==> src/rtl/div_pkg.sv <==
// Shared definitions for the multi-cycle divider: widths, FSM state encodings,
// handshake levels and the operand magnitude helper.
package div_pkg;

    localparam int DATA_W = 32;
    localparam int HILO_W = 2 * DATA_W;
    localparam int CNT_W  = 6;

    localparam logic DivResultReady    = 1'b1;
    localparam logic DivResultNotReady = 1'b0;
    localparam logic DivStart          = 1'b1;
    localparam logic DivStop           = 1'b0;

    typedef enum logic [1:0] {
        DivFree   = 2'b00,
        DivByZero = 2'b01,
        DivOn     = 2'b10,
        DivEnd    = 2'b11
    } div_state_e;

    function automatic logic [DATA_W-1:0] abs_val(input logic [DATA_W-1:0] v,
                                                  input logic              is_signed);
        return (is_signed && v[DATA_W-1]) ? -v : v;
    endfunction

endpackage

==> src/rtl/div.sv <==
// Restoring divider producing one quotient bit per cycle; result is
// {remainder, quotient} for the HI/LO registers, held until start_i drops.
module div
    import div_pkg::*;
(
    input  logic              clk,
    input  logic              rst,
    input  logic              signed_div_i,
    input  logic [DATA_W-1:0] opdata1_i,
    input  logic [DATA_W-1:0] opdata2_i,
    input  logic              start_i,
    input  logic              annul_i,
    output logic [HILO_W-1:0] result_o,
    output logic              ready_o
);

    div_state_e        state_q;
    logic [CNT_W-1:0]  cnt_q;
    logic [2*DATA_W:0] dividend_q;
    logic [DATA_W-1:0] divisor_q;
    logic              neg_quot_q;
    logic              neg_rem_q;
    logic [HILO_W-1:0] result_q;
    logic              ready_q;

    logic [DATA_W:0]   diff_d;
    logic [2*DATA_W:0] step_d;
    logic [DATA_W-1:0] quot_d;
    logic [DATA_W-1:0] rem_d;
    logic              unused_top;

    // Partial remainder sits in the upper half; diff_d[DATA_W] is the borrow.
    assign diff_d = {1'b0, dividend_q[2*DATA_W-1:DATA_W]} - {1'b0, divisor_q};
    assign step_d = diff_d[DATA_W] ? {dividend_q[2*DATA_W-1:0], 1'b0}
                                   : {diff_d[DATA_W-1:0], dividend_q[DATA_W-1:0], 1'b1};

    assign quot_d = neg_quot_q ? -step_d[DATA_W-1:0] : step_d[DATA_W-1:0];
    assign rem_d  = neg_rem_q  ? -step_d[2*DATA_W:DATA_W+1] : step_d[2*DATA_W:DATA_W+1];

    // The remainder never reaches bit 2*DATA_W before the final step.
    assign unused_top = dividend_q[2*DATA_W];

    // NOTE: all state below updates with non-blocking assignments so every
    // register samples pre-edge values, independent of statement order.
    always_ff @(posedge clk) begin
        if (!rst) begin
            state_q    <= DivFree;
            cnt_q      <= '0;
            dividend_q <= '0;
            divisor_q  <= '0;
            neg_quot_q <= 1'b0;
            neg_rem_q  <= 1'b0;
            result_q   <= '0;
            ready_q    <= DivResultNotReady;
        end else begin
            case (state_q)
                DivFree: begin
                    if (start_i == DivStart && !annul_i) begin
                        if (opdata2_i == '0) begin
                            state_q <= DivByZero;
                        end else begin
                            state_q    <= DivOn;
                            cnt_q      <= '0;
                            dividend_q <= {{(DATA_W-1){1'b0}},
                                           abs_val(opdata1_i, signed_div_i), 1'b0};
                            divisor_q  <= abs_val(opdata2_i, signed_div_i);
                            neg_quot_q <= signed_div_i & (opdata1_i[DATA_W-1] ^ opdata2_i[DATA_W-1]);
                            neg_rem_q  <= signed_div_i & opdata1_i[DATA_W-1];
                        end
                    end
                end
                DivByZero: begin
                    if (annul_i) begin
                        state_q <= DivFree;
                    end else begin
                        state_q  <= DivEnd;
                        result_q <= '0;
                        ready_q  <= DivResultReady;
                    end
                end
                DivOn: begin
                    if (annul_i) begin
                        state_q <= DivFree;
                        cnt_q   <= '0;
                    end else begin
                        dividend_q <= step_d;
                        cnt_q      <= cnt_q + CNT_W'(1);
                        // Last quotient bit: fix up signs in the same edge.
                        if (cnt_q == CNT_W'(DATA_W - 1)) begin
                            state_q  <= DivEnd;
                            result_q <= {rem_d, quot_d};
                            ready_q  <= DivResultReady;
                        end
                    end
                end
                DivEnd: begin
                    if (start_i == DivStop) begin
                        state_q  <= DivFree;
                        cnt_q    <= '0;
                        result_q <= '0;
                        ready_q  <= DivResultNotReady;
                    end
                end
                default: begin
                    state_q <= DivFree;
                end
            endcase
        end
    end

    assign result_o = result_q;
    assign ready_o  = ready_q;

endmodule

==> config.mk <==
export PLATFORM = sky130hd
export DESIGN_NAME = div
export DESIGN_NICKNAME = d
export VERILOG_FILES = /design/src/rtl/div_pkg.sv /design/src/rtl/div.sv
export SDC_FILE = /design/constraint.sdc
export NUM_CORES = 1
export LEC_CHECK = 0
export ABC_CLOCK_PERIOD_IN_PS = 7000
export BUFFER_PORTS_ARGS = -buffer_cell sky130_fd_sc_hd__buf_4
export CORE_MARGIN = 5
export CORE_UTILIZATION = 28
export DETAILED_ROUTE_END_ITERATION = 7
export SYNTH_ARGS = -nofsm -noshare
export SYNTH_HDL_FRONTEND = slang
export SYNTH_SLANG_ARGS = --single-unit
==> constraint.sdc <==
create_clock -name clk -period 7 [get_ports clk]
set_input_delay 0.7 -clock clk [delete_from_list [all_inputs] [get_ports clk]]
set_output_delay 0.7 -clock clk [all_outputs]
set_load 0.01 [all_outputs]
==> impl_metrics.toml <==
[setup_path]
cp_data_required_time_ns = 7.31
crit_path_end_kind = "flop"
cp.arrival_ns = 5.62
ff2ff_setup_slack_ns = 1.69
crit_start = "dividend_q[32]"
critPathLaunchType = "flop"
worst-path-max-fanout = 47
r2r_cells = 21
endpoint = "result_o[60]"
r2r_start = "dividend_q[32]"
r2r_end = "result_o[60]"
path_class = "reg2reg"

[hold_path]
min_from = "dividend_q[31]"
hold_class = "reg2reg"

[synthesis]
synth_top_area_share_pct = 28.7
yosysWarnings = 0
synth_top_area_cell = "dfxtp_1"
yosysMostFrequentCell = "nand2_1"
postSynth.asyncResetShare_pct = 0
synth_cell_types = 74
syn_area_sq_um = 11900
synthCells = 1587
synth.area.top_cells = "dfxtp_1 29%, nand2_1 8.0%, xnor2_1 5.4%"
syn_avg_cell_area_sq_um = 7.52
synth_edf_count = 0
synth_common_cells = "253 x nand2_1, 171 x dfxtp_1, 120 x o21ai_0, 99 x a21oi_1, 95 x nor2_1"
syn_nets = 1698
ys_seq_area_share_pct = 28.7
synth_seq_cells = 171
yosys_most_used_dff = "dfxtp_1"

[final_layout]
fin_nets = 1773
final_layout_size_suffix_gt1_share_pct = 12.0
fillers = 4509
area_growth_pct = 16.8
final_util_pct = 33.2

[global_routing]
grt-ovfl-total = 0
grt_max_degree = 85
antenna_found_initial = 1
grt_pass1_wl_mm = 60.8
grt_util_all_layers_pct = 16.0
grt_pass1_vias = 10826

[sta]
hold_viol = 0
hold_slack_ns = 0.456
period_needed_ns = 5.31
fmax_mhz = 188
skew_ns = 0.0104
layout_setup_ws_ns = 1.69
rsz0062_at_grt = "no"
min_period_over_period_pct = 75.9
slew-limit-headroom_pct = 26.9
maxSlewViolCount = 0
fin_tns_setup_ns = 0
tightest_slew_ns = 1.10
setup_viol = 0

[routing]
remaining_drc_errors = 0
via_per_inst = 5.16
vias = 11425
ant_nets = 0
drt_first_pass_iters = 6
finalWirelength_mm = 38.3
wl_per_cell_um = 17.3
drt_iter0_markers = 924

[run]
cap_violations = 0

[clock_network]
cts.repair.resized = 0
clk_pin_slew_ns = 0.07
htreeDepth = 4
clock_sinks = 171
cts_buffer_depth = 2
clkLatencyLatePin_ns = 0.45
post-cts-setup-buffer-count = 0
root_buffer = "clkbuf_16"
cts-buffers-inserted = 17
cts_hold_buffers = 0
cts_tree = "yes"

[placed_design]
gp_congestion = 0.887
io_buffer_count = 133
pre_cts_ws_ns = 1.74
dp_hpwl_mm = 29.9

[power_and_ir_drop]
pwr_density_cell_nw_per_um2 = 304
ir_worst_vdd_mv = 0.176
leakagePower_nw = 5.66

[floorplanning]
die_w_um = 217
dieArea_sq_um = 46900
start_util_pct = 28.4
io_pins = 134
die_h_um = 217
coreArea_sq_um = 42000
rows = 75

[status]
status = "finished, final reports clean"
==> cells by family (layout without fill, tap and decap cells) <==
kind of cell               after synthesis  count (layout)  synth area share, %
AOI/OAI and AO/OA                      474             474                 26.3
xor gates and xnor gates               136             136                 9.97
adders and majority gates               42              42                 4.46
buffers and inverters                  150             238                 5.14
DFF                                    171             171                 28.7
muxes                                   14              14                 1.20
other                                    0               1                    0
and+or+nand+nor                        600             600                 24.2
==> critical path, stage by stage, from the launching register on <==
cell and delay (ns):
dfxtp_1 0.40, inv_1 0.06, ha_1 0.23, fa_1 0.39
nand2b_1 0.19, a21oi_1 0.32, o21a_1 0.23, o211ai_1 0.19
nand2_1 0.19, buf_4 0.47, nand2_1 0.10, o21ai_0 0.15
ha_1 0.29, nand2_1 0.07, nor3_1 0.20, nand4b_1 0.15
o41a_1 0.36, a21oi_1 0.32, nand3_1 0.19, o41ai_1 0.44
xnor2_1 0.17, o21ai_1 0.07
==> layout make-up <==
cell class              count  area, sq um  share of cell area (%)
clock inverters            15          179                    1.28
well taps                 539          674                    4.84
diodes                      1         2.50                  0.0179
inverters                  61          229                    1.64
multi-input cells        1266         7930                    56.8
flip-flops and latches    171         3420                    24.5
repair buffers            145         1090                    7.80
clock buffers              17          425                    3.05
==> metal layers <==
layer  share of wire (%)  wire, um  vias to the layer above  GRT usage (%)
li1                    -         -                     5787              -
met1                  51     19700                     5335           24.0
met2                  42     16200                      265           23.5
met3                 4.8      1840                       38           2.86
met4                 1.4       554                        0           3.77
met5                   0         0                        -              0
==> how the worst min path moves through the flow <==
stage	slack, ns	cells past startpoint	end
final	0.46	2	dividend_q[31]
after global routing	0.48	2	dividend_q[31]
after CTS	0.46	2	dividend_q[31]
after detailed placement	0.45	2	result_o[31]
after global placement	0.44	2	dividend_q[31]
after floorplan	0.44	2	dividend_q[31]
==> state kept, by name (all words and copies together) (netlist names) <==
signal and flops:
cnt_q 6, dividend_q 64, divisor_q 32, neg_quot_q 1
neg_rem_q 1, ready_o 1, result_o 64, state_q 2
==> per-stage QoR <==
step / cell area [sq um] / cells / power [mW]
global route: 13900 / 2215 / 4.55
global placement: 13300 / 2182 / 3.22
CTS: 13900 / 2214 / 4.24
detailed placement: 13300 / 2182 / 3.24
finish: 13900 / 2215 / 4.23
floorplan: 11900 / 1587 / 2.67
==> cell usage in the layout (no fill, tap or decap), drive strengths merged, types with 6 or more instances in the layout <==
cell type,Yosys,final
or4,18,18
a31oi,7,7
a221oi,6,6
a211oi,6,6
dfxtp,171,171
nand2b,12,12
mux2i,11,11
a21o,11,11
o21ai,123,123
nor2b,73,73
nor4,17,17
a22oi,53,53
inv,61,70
o211ai,14,14
ha,41,41
o211a,35,35
nor2,95,95
clkbuf,73,17
xnor2,73,73
nand3,28,28
and3,10,10
buf,16,145
or3,11,11
a21oi,99,99
nand4,10,10
o21a,6,6
nand2,254,254
o31ai,28,28
and2,12,12
xor2,63,63
o41ai,14,14
nor3,34,34
or2,6,6
a21boi,46,46
==> report_power, final <==
part	switching (mW)	leakage [nW]	internal, mW
clock network	0.450	0.297	0.541
registers	0.106	1.39	1.07
logic	1.38	3.98	0.693
total	1.93	5.66	2.30
Power figures use the tool's default switching activity.
